<file path="config.mk">
export PLATFORM = sky130hd
export DESIGN_NAME = pipe_regwall
export DESIGN_NICKNAME = d
export VERILOG_FILES = /design/src/rtl/pipe_regwall.sv
export SDC_FILE = /design/constraint.sdc
export NUM_CORES = 1
export LEC_CHECK = 0
export CORE_ASPECT_RATIO = 0.5
export CORE_MARGIN = 2
export CORE_UTILIZATION = 45
export CTS_CLUSTER_DIAMETER = 40
export DETAILED_ROUTE_END_ITERATION = 10
export PLACE_DENSITY = 0.89
export SLEW_MARGIN = 20
export SYNTH_ARGS = -nofsm -noshare
export SYNTH_HDL_FRONTEND = slang
export SYNTH_SLANG_ARGS = --single-unit
export TNS_END_PERCENT = 1
</file>
<file path="constraint.sdc">
create_clock -name clock -period 3.85 [get_ports clock]
set_input_delay 0.77 -clock clock [delete_from_list [all_inputs] [get_ports clock]]
set_output_delay 0.77 -clock clock [all_outputs]
set_load 0.005 [all_outputs]
</file>
<file path="src/rtl/pipe_regwall.sv">
// pipe_regwall: STAGES-deep falling-edge register wall, per-stage stall/flush, STAGES-1 edge latency.
// in_ready drops whenever stage 0 is held; optional PIPE_REGWALL_STATS_EN adds saturating stall/bubble counters.
module pipe_regwall #(
  parameter int DATA_W = 32,
  parameter int STAGES = 4,
  parameter int CNT_W  = 16
) (
  input  logic                        clock,
  input  logic                        reset,
  input  logic                        enable,
  input  logic                        in_valid,
  input  logic [DATA_W-1:0]           in_data,
  output logic                        in_ready,
  input  logic [STAGES-1:0]           stall,
  input  logic [STAGES-1:0]           flush,
  output logic [STAGES-1:0]           stage_valid,
  output logic [STAGES*DATA_W-1:0]    stage_data,
  output logic                        out_valid,
  output logic [DATA_W-1:0]           out_data,
  output logic [$clog2(STAGES+1)-1:0] occupancy
`ifdef PIPE_REGWALL_STATS_EN
  ,
  output logic [CNT_W-1:0]            stall_cycles,
  output logic [CNT_W-1:0]            bubble_count
`endif
);

  localparam int OCC_W = $clog2(STAGES+1);

  if (DATA_W < 1 || STAGES < 2 || STAGES > 8 || CNT_W < 1) begin : g_param_check
    $error("pipe_regwall: parameter out of range");
  end

  logic [STAGES-1:0]             hold;
  logic [STAGES-1:0]             hold_up;
  logic [STAGES-1:0]             kill;
  logic [STAGES-1:0]             up_valid;
  logic [STAGES-1:0]             valid_q;
  logic [STAGES-1:0]             valid_d;
  logic [STAGES-1:0][DATA_W-1:0] up_data;
  logic [STAGES-1:0][DATA_W-1:0] data_q;
  logic [STAGES-1:0][DATA_W-1:0] data_d;

  // A stall at index k freezes k and everything upstream of it.
  always_comb begin
    hold = '0;
    for (int k = 0; k < STAGES; k++) begin
      hold[k] = ~enable | (|(stall >> k));
    end
  end

  assign hold_up  = {hold[STAGES-2:0], 1'b0};
  assign kill     = flush | hold_up;
  assign up_valid = {valid_q[STAGES-2:0], in_valid};
  assign up_data  = {data_q[STAGES-2:0], in_data};

  always_comb begin
    valid_d = valid_q;
    data_d  = data_q;
    for (int k = 0; k < STAGES; k++) begin
      if (!hold[k]) begin
        if (kill[k]) begin
          valid_d[k] = 1'b0;
          data_d[k]  = '0;
        end else begin
          valid_d[k] = up_valid[k];
          data_d[k]  = up_data[k];
        end
      end
    end
  end

  always_ff @(negedge clock) begin
    if (reset) begin
      valid_q <= '0;
      data_q  <= '0;
    end else begin
      valid_q <= valid_d;
      data_q  <= data_d;
    end
  end

  assign in_ready    = ~hold[0];
  assign stage_valid = valid_q;
  assign stage_data  = data_q;
  assign out_valid   = valid_q[STAGES-1];
  assign out_data    = data_q[STAGES-1];

  always_comb begin
    occupancy = '0;
    for (int k = 0; k < STAGES; k++) begin
      occupancy = occupancy + OCC_W'(valid_q[k]);
    end
  end

`ifdef PIPE_REGWALL_STATS_EN
  logic [CNT_W-1:0] stall_cycles_q;
  logic [CNT_W-1:0] stall_cycles_d;
  logic [CNT_W-1:0] bubble_count_q;
  logic [CNT_W-1:0] bubble_count_d;
  logic             bubble_hit;

  // A live entry is destroyed when a non-held stage takes a bubble or flush.
  assign bubble_hit = |(valid_q & ~hold & kill);

  always_comb begin
    stall_cycles_d = stall_cycles_q;
    bubble_count_d = bubble_count_q;
    if (enable && (|stall) && !(&stall_cycles_q)) begin
      stall_cycles_d = stall_cycles_q + 1'b1;
    end
    if (bubble_hit && !(&bubble_count_q)) begin
      bubble_count_d = bubble_count_q + 1'b1;
    end
  end

  always_ff @(negedge clock) begin
    if (reset) begin
      stall_cycles_q <= '0;
      bubble_count_q <= '0;
    end else begin
      stall_cycles_q <= stall_cycles_d;
      bubble_count_q <= bubble_count_d;
    end
  end

  assign stall_cycles = stall_cycles_q;
  assign bubble_count = bubble_count_q;
`endif

endmodule

</file>
==> results.sh, run 1 <==
export IMPL_drcViolationCount=0
export IMPL_critPathLaunchType="flop"
export IMPL_power_per_cell_area_nw_per_um2=486
export IMPL_ys_types=25
export IMPL_seq_power_share_pct=34.9
export IMPL_grtUsageMet3_pct=15.5
export IMPL_cts_path_max_buffers=2
export IMPL_leakage_nw=4.38
export IMPL_swShare_pct=32.2
export IMPL_synthTopCellsByCount="132 x dfxtp_1, 66 x a22o_1, 61 x o21ai_0"
export IMPL_reg2reg_to="stage_data[22]"
export IMPL_maxCapViolCount=0
export IMPL_final_antenna_net_count=0
export IMPL_holdWs_ns=0.468
export IMPL_crit_path_end="occupancy[1]"
export IMPL_p_comb_share_pct=4.0
export IMPL_pwr_share_clk_pct=61.1
export IMPL_setup_viol_count_final=3
export IMPL_final_area_um2=8140
export IMPL_grtUsageTotal_pct=33.9
export IMPL_status="finished with violations"
export IMPL_top_usage_layer="met2"
export IMPL_drtIter0Drc=603
export IMPL_fin_util_pct=78.1
export IMPL_rsz0062_at_grt="true"
export IMPL_startpoint="stage_valid[0]"
export IMPL_reg2reg_setup_slack_ns=2.93
export IMPL_critPathRequiredTime_ns=3.08
export IMPL_ioPinCount=213
export IMPL_dpl_worst_slack_ns=-0.708
export IMPL_internal_power_mw=2.68
export IMPL_yosysTopAreaCellShare_pct=53.9
export IMPL_use_met2_pct=53.7
export IMPL_endpoint_kind="output port"
export IMPL_clock_sinks=132
export IMPL_hold_viol=0
export IMPL_die_w_um=152
export IMPL_tightest_slew_ns=0.433
export IMPL_synth_fp_nets=537
export IMPL_rr_startpoint="stage_data[22]"
export IMPL_cts_hold_buf=0
export IMPL_antenna_found_initial=0
export IMPL_met1_usage_pct=35.7
export IMPL_via_per_inst=5.81
export IMPL_routedWlPerCell_um=20.5
export IMPL_initial_core_util_pct=47.1
export IMPL_synthArstFlopShare_pct=0
export IMPL_layout_drive_gt1_share_pct=17.6
export IMPL_synth_most_common_cell="dfxtp_1"
export IMPL_fill_cells=652
export IMPL_stdcell_count=966
export IMPL_place_area_um2=7120
export IMPL_setup_tns_ns=-1.94
export IMPL_vias=5609
export IMPL_path_max_fanout=2
export IMPL_worst_r2r_cell_count=3
export IMPL_cts_tree="yes"
export IMPL_yosysTopAreaCell="dfxtp_1"
export IMPL_rows=26
export IMPL_finalPower_mw=3.95
export IMPL_drtPass1Iterations=7
export IMPL_fp_dieH_um=77.8
export IMPL_htreeDepth=4
export IMPL_ys_warn_count=0
export IMPL_slew_violations=0
export IMPL_syn_avg_cell_area_um2=10.0
export IMPL_grt_pass1_vias=5893
export IMPL_crit_type="reg -> out"
export IMPL_insertion_delay_ns=0.49
export IMPL_synth_edf_count=0
export IMPL_post_place_cells=803
export IMPL_hold_depth=1
export IMPL_cts_reportedPaths_clkPinSlew_ns=0.03
export IMPL_slew_headroom_pct=71.1
export IMPL_finalWirelength_mm=19.8
export IMPL_violations="negative setup slack"
export IMPL_core_area_um2=10400
export IMPL_ir_drop_uv=323
export IMPL_finalClockSkew_ns=0.0408
export IMPL_port_buffers=212
export IMPL_crit_arrival_ns=3.81
export IMPL_clockRootBuffer="clkbuf_16"
export IMPL_area_growth_pct=66.0
export IMPL_gp_congestion=0.861
export IMPL_grt_pass1_wl_mm=30.6
export IMPL_die_area_um2=11800
export IMPL_synthFlopType="dfxtp_1"
export IMPL_numCtsBuffers=17
export IMPL_hp_class="reg -> reg"
export IMPL_overflow=0
export IMPL_grt_max_degree=39
export IMPL_synth_seq_area_share_pct=53.9
export IMPL_synth_seq_cells=132
export IMPL_dpl_hpwl_mm=10.7
export IMPL_antenna_cells=0
export IMPL_netlist_area_um2=4900
export IMPL_netlist_instances=490
export IMPL_nets=860
export IMPL_synth_top_cells_by_area="dfxtp_1 54%, a22o_1 12%, o21ai_0 6.2%"
export IMPL_worst_slack_ns=-0.729
export IMPL_p_switching_mw=1.27
## what timing repair did
action                                  4_1_cts  5_1_grt
setup buffers                                 0        0
resized for setup                           259       11
endpoints found under the setup margin      300       23
pin swaps                                     4        0
## cells in the final DEF, fill, tap and decap left out, types with 2 or more instances in the layout
cell / netlist / layout
buf_6: 3 / 7
dfxtp_1: 132 / 72
dfxtp_2: 0 / 59
inv_4: 0 / 2
inv_2: 0 / 2
clkdlybuf4s50_1: 0 / 39
o21ai_0: 61 / 49
nand2_1: 31 / 31
a32oi_1: 33 / 33
bufinv_16: 0 / 3
nor2_1: 35 / 33
dlygate4sd2_1: 0 / 162
nor2_2: 0 / 2
buf_12: 0 / 4
o21ai_1: 2 / 14
a22o_1: 66 / 66
inv_6: 0 / 3
ha_4: 0 / 2
inv_8: 0 / 4
nor2b_1: 31 / 31
clkinv_4: 0 / 2
buf_4: 33 / 29
inv_1: 9 / 138
clkbuf_16: 0 / 17
clkdlybuf4s15_1: 0 / 6
## sequential cells by signal, summed over array words and instances, names as in the netlist
| name | cells |
|---|---|
| stage_valid | 4 |
| stage_data | 96 |
| out_data | 32 |
## cell families after synthesis
family	count (synthesis)	share of synthesized area, %
compound gates	165	24.5
flops	132	53.9
simple gates	105	11.0
buf+inv	85	9.63
fa+ha+maj	3	0.919
## power by group through the flow
stage	clock [mW]	sequential, mW	combinational [mW]
detailed placement	0.209	1.40	0.149
global route	2.57	1.38	0.166
CTS	2.39	1.38	0.153
finish	2.41	1.38	0.159
floorplan	0.209	1.40	0.0549
global placement	0.209	1.40	0.147
## cell type report
type	instances	area [um^2]	share of cell area (%)
Clock inverter	147	692	8.51
Clock buffer	17	425	5.23
Sequential cell	132	2720	33.4
Multi-Input combinational cell	273	1840	22.6
Timing Repair Buffer	249	2260	27.7
Inverter	8	30.0	0.369
Tap cell	140	175	2.15
## critical path, cell delays in order (launching register included)
cell	delay [ns]
dfxtp_2	0.32
inv_2	0.04
fa_1	0.54
inv_2	0.05
ha_4	0.15
ha_4	0.23
buf_6	0.11
## routing by layer
| layer | vias up | wire length, um |
|---|---|---|
| li1 | 2376 | - |
| met3 | 117 | 2050 |
| met5 | - | 0 |
| met2 | 465 | 9360 |
| met1 | 2651 | 7200 |
| met4 | 0 | 1200 |
## how the worst min path moves through the flow
| stage | endpoint | startpoint | slack, ns |
|---|---|---|---|
| floorplan | stage_valid[1] | stage_valid[0] | 0.47 |
| CTS | out_data[19] | out_data[19] | 0.47 |
| detailed placement | stage_data[57] | stage_data[25] | 0.47 |
| global route | out_data[11] | out_data[11] | 0.48 |
| finish | out_data[11] | out_data[11] | 0.47 |
| global placement | stage_data[41] | stage_data[9] | 0.47 |
(Power assumes the default switching activity.)
==> run 2: changes to the inputs <==
Settings changed: CTS_CLUSTER_DIAMETER 40 to 100.
==> results of run 2 <==
Final layout, timing and power as in run 1 (identical DEF).
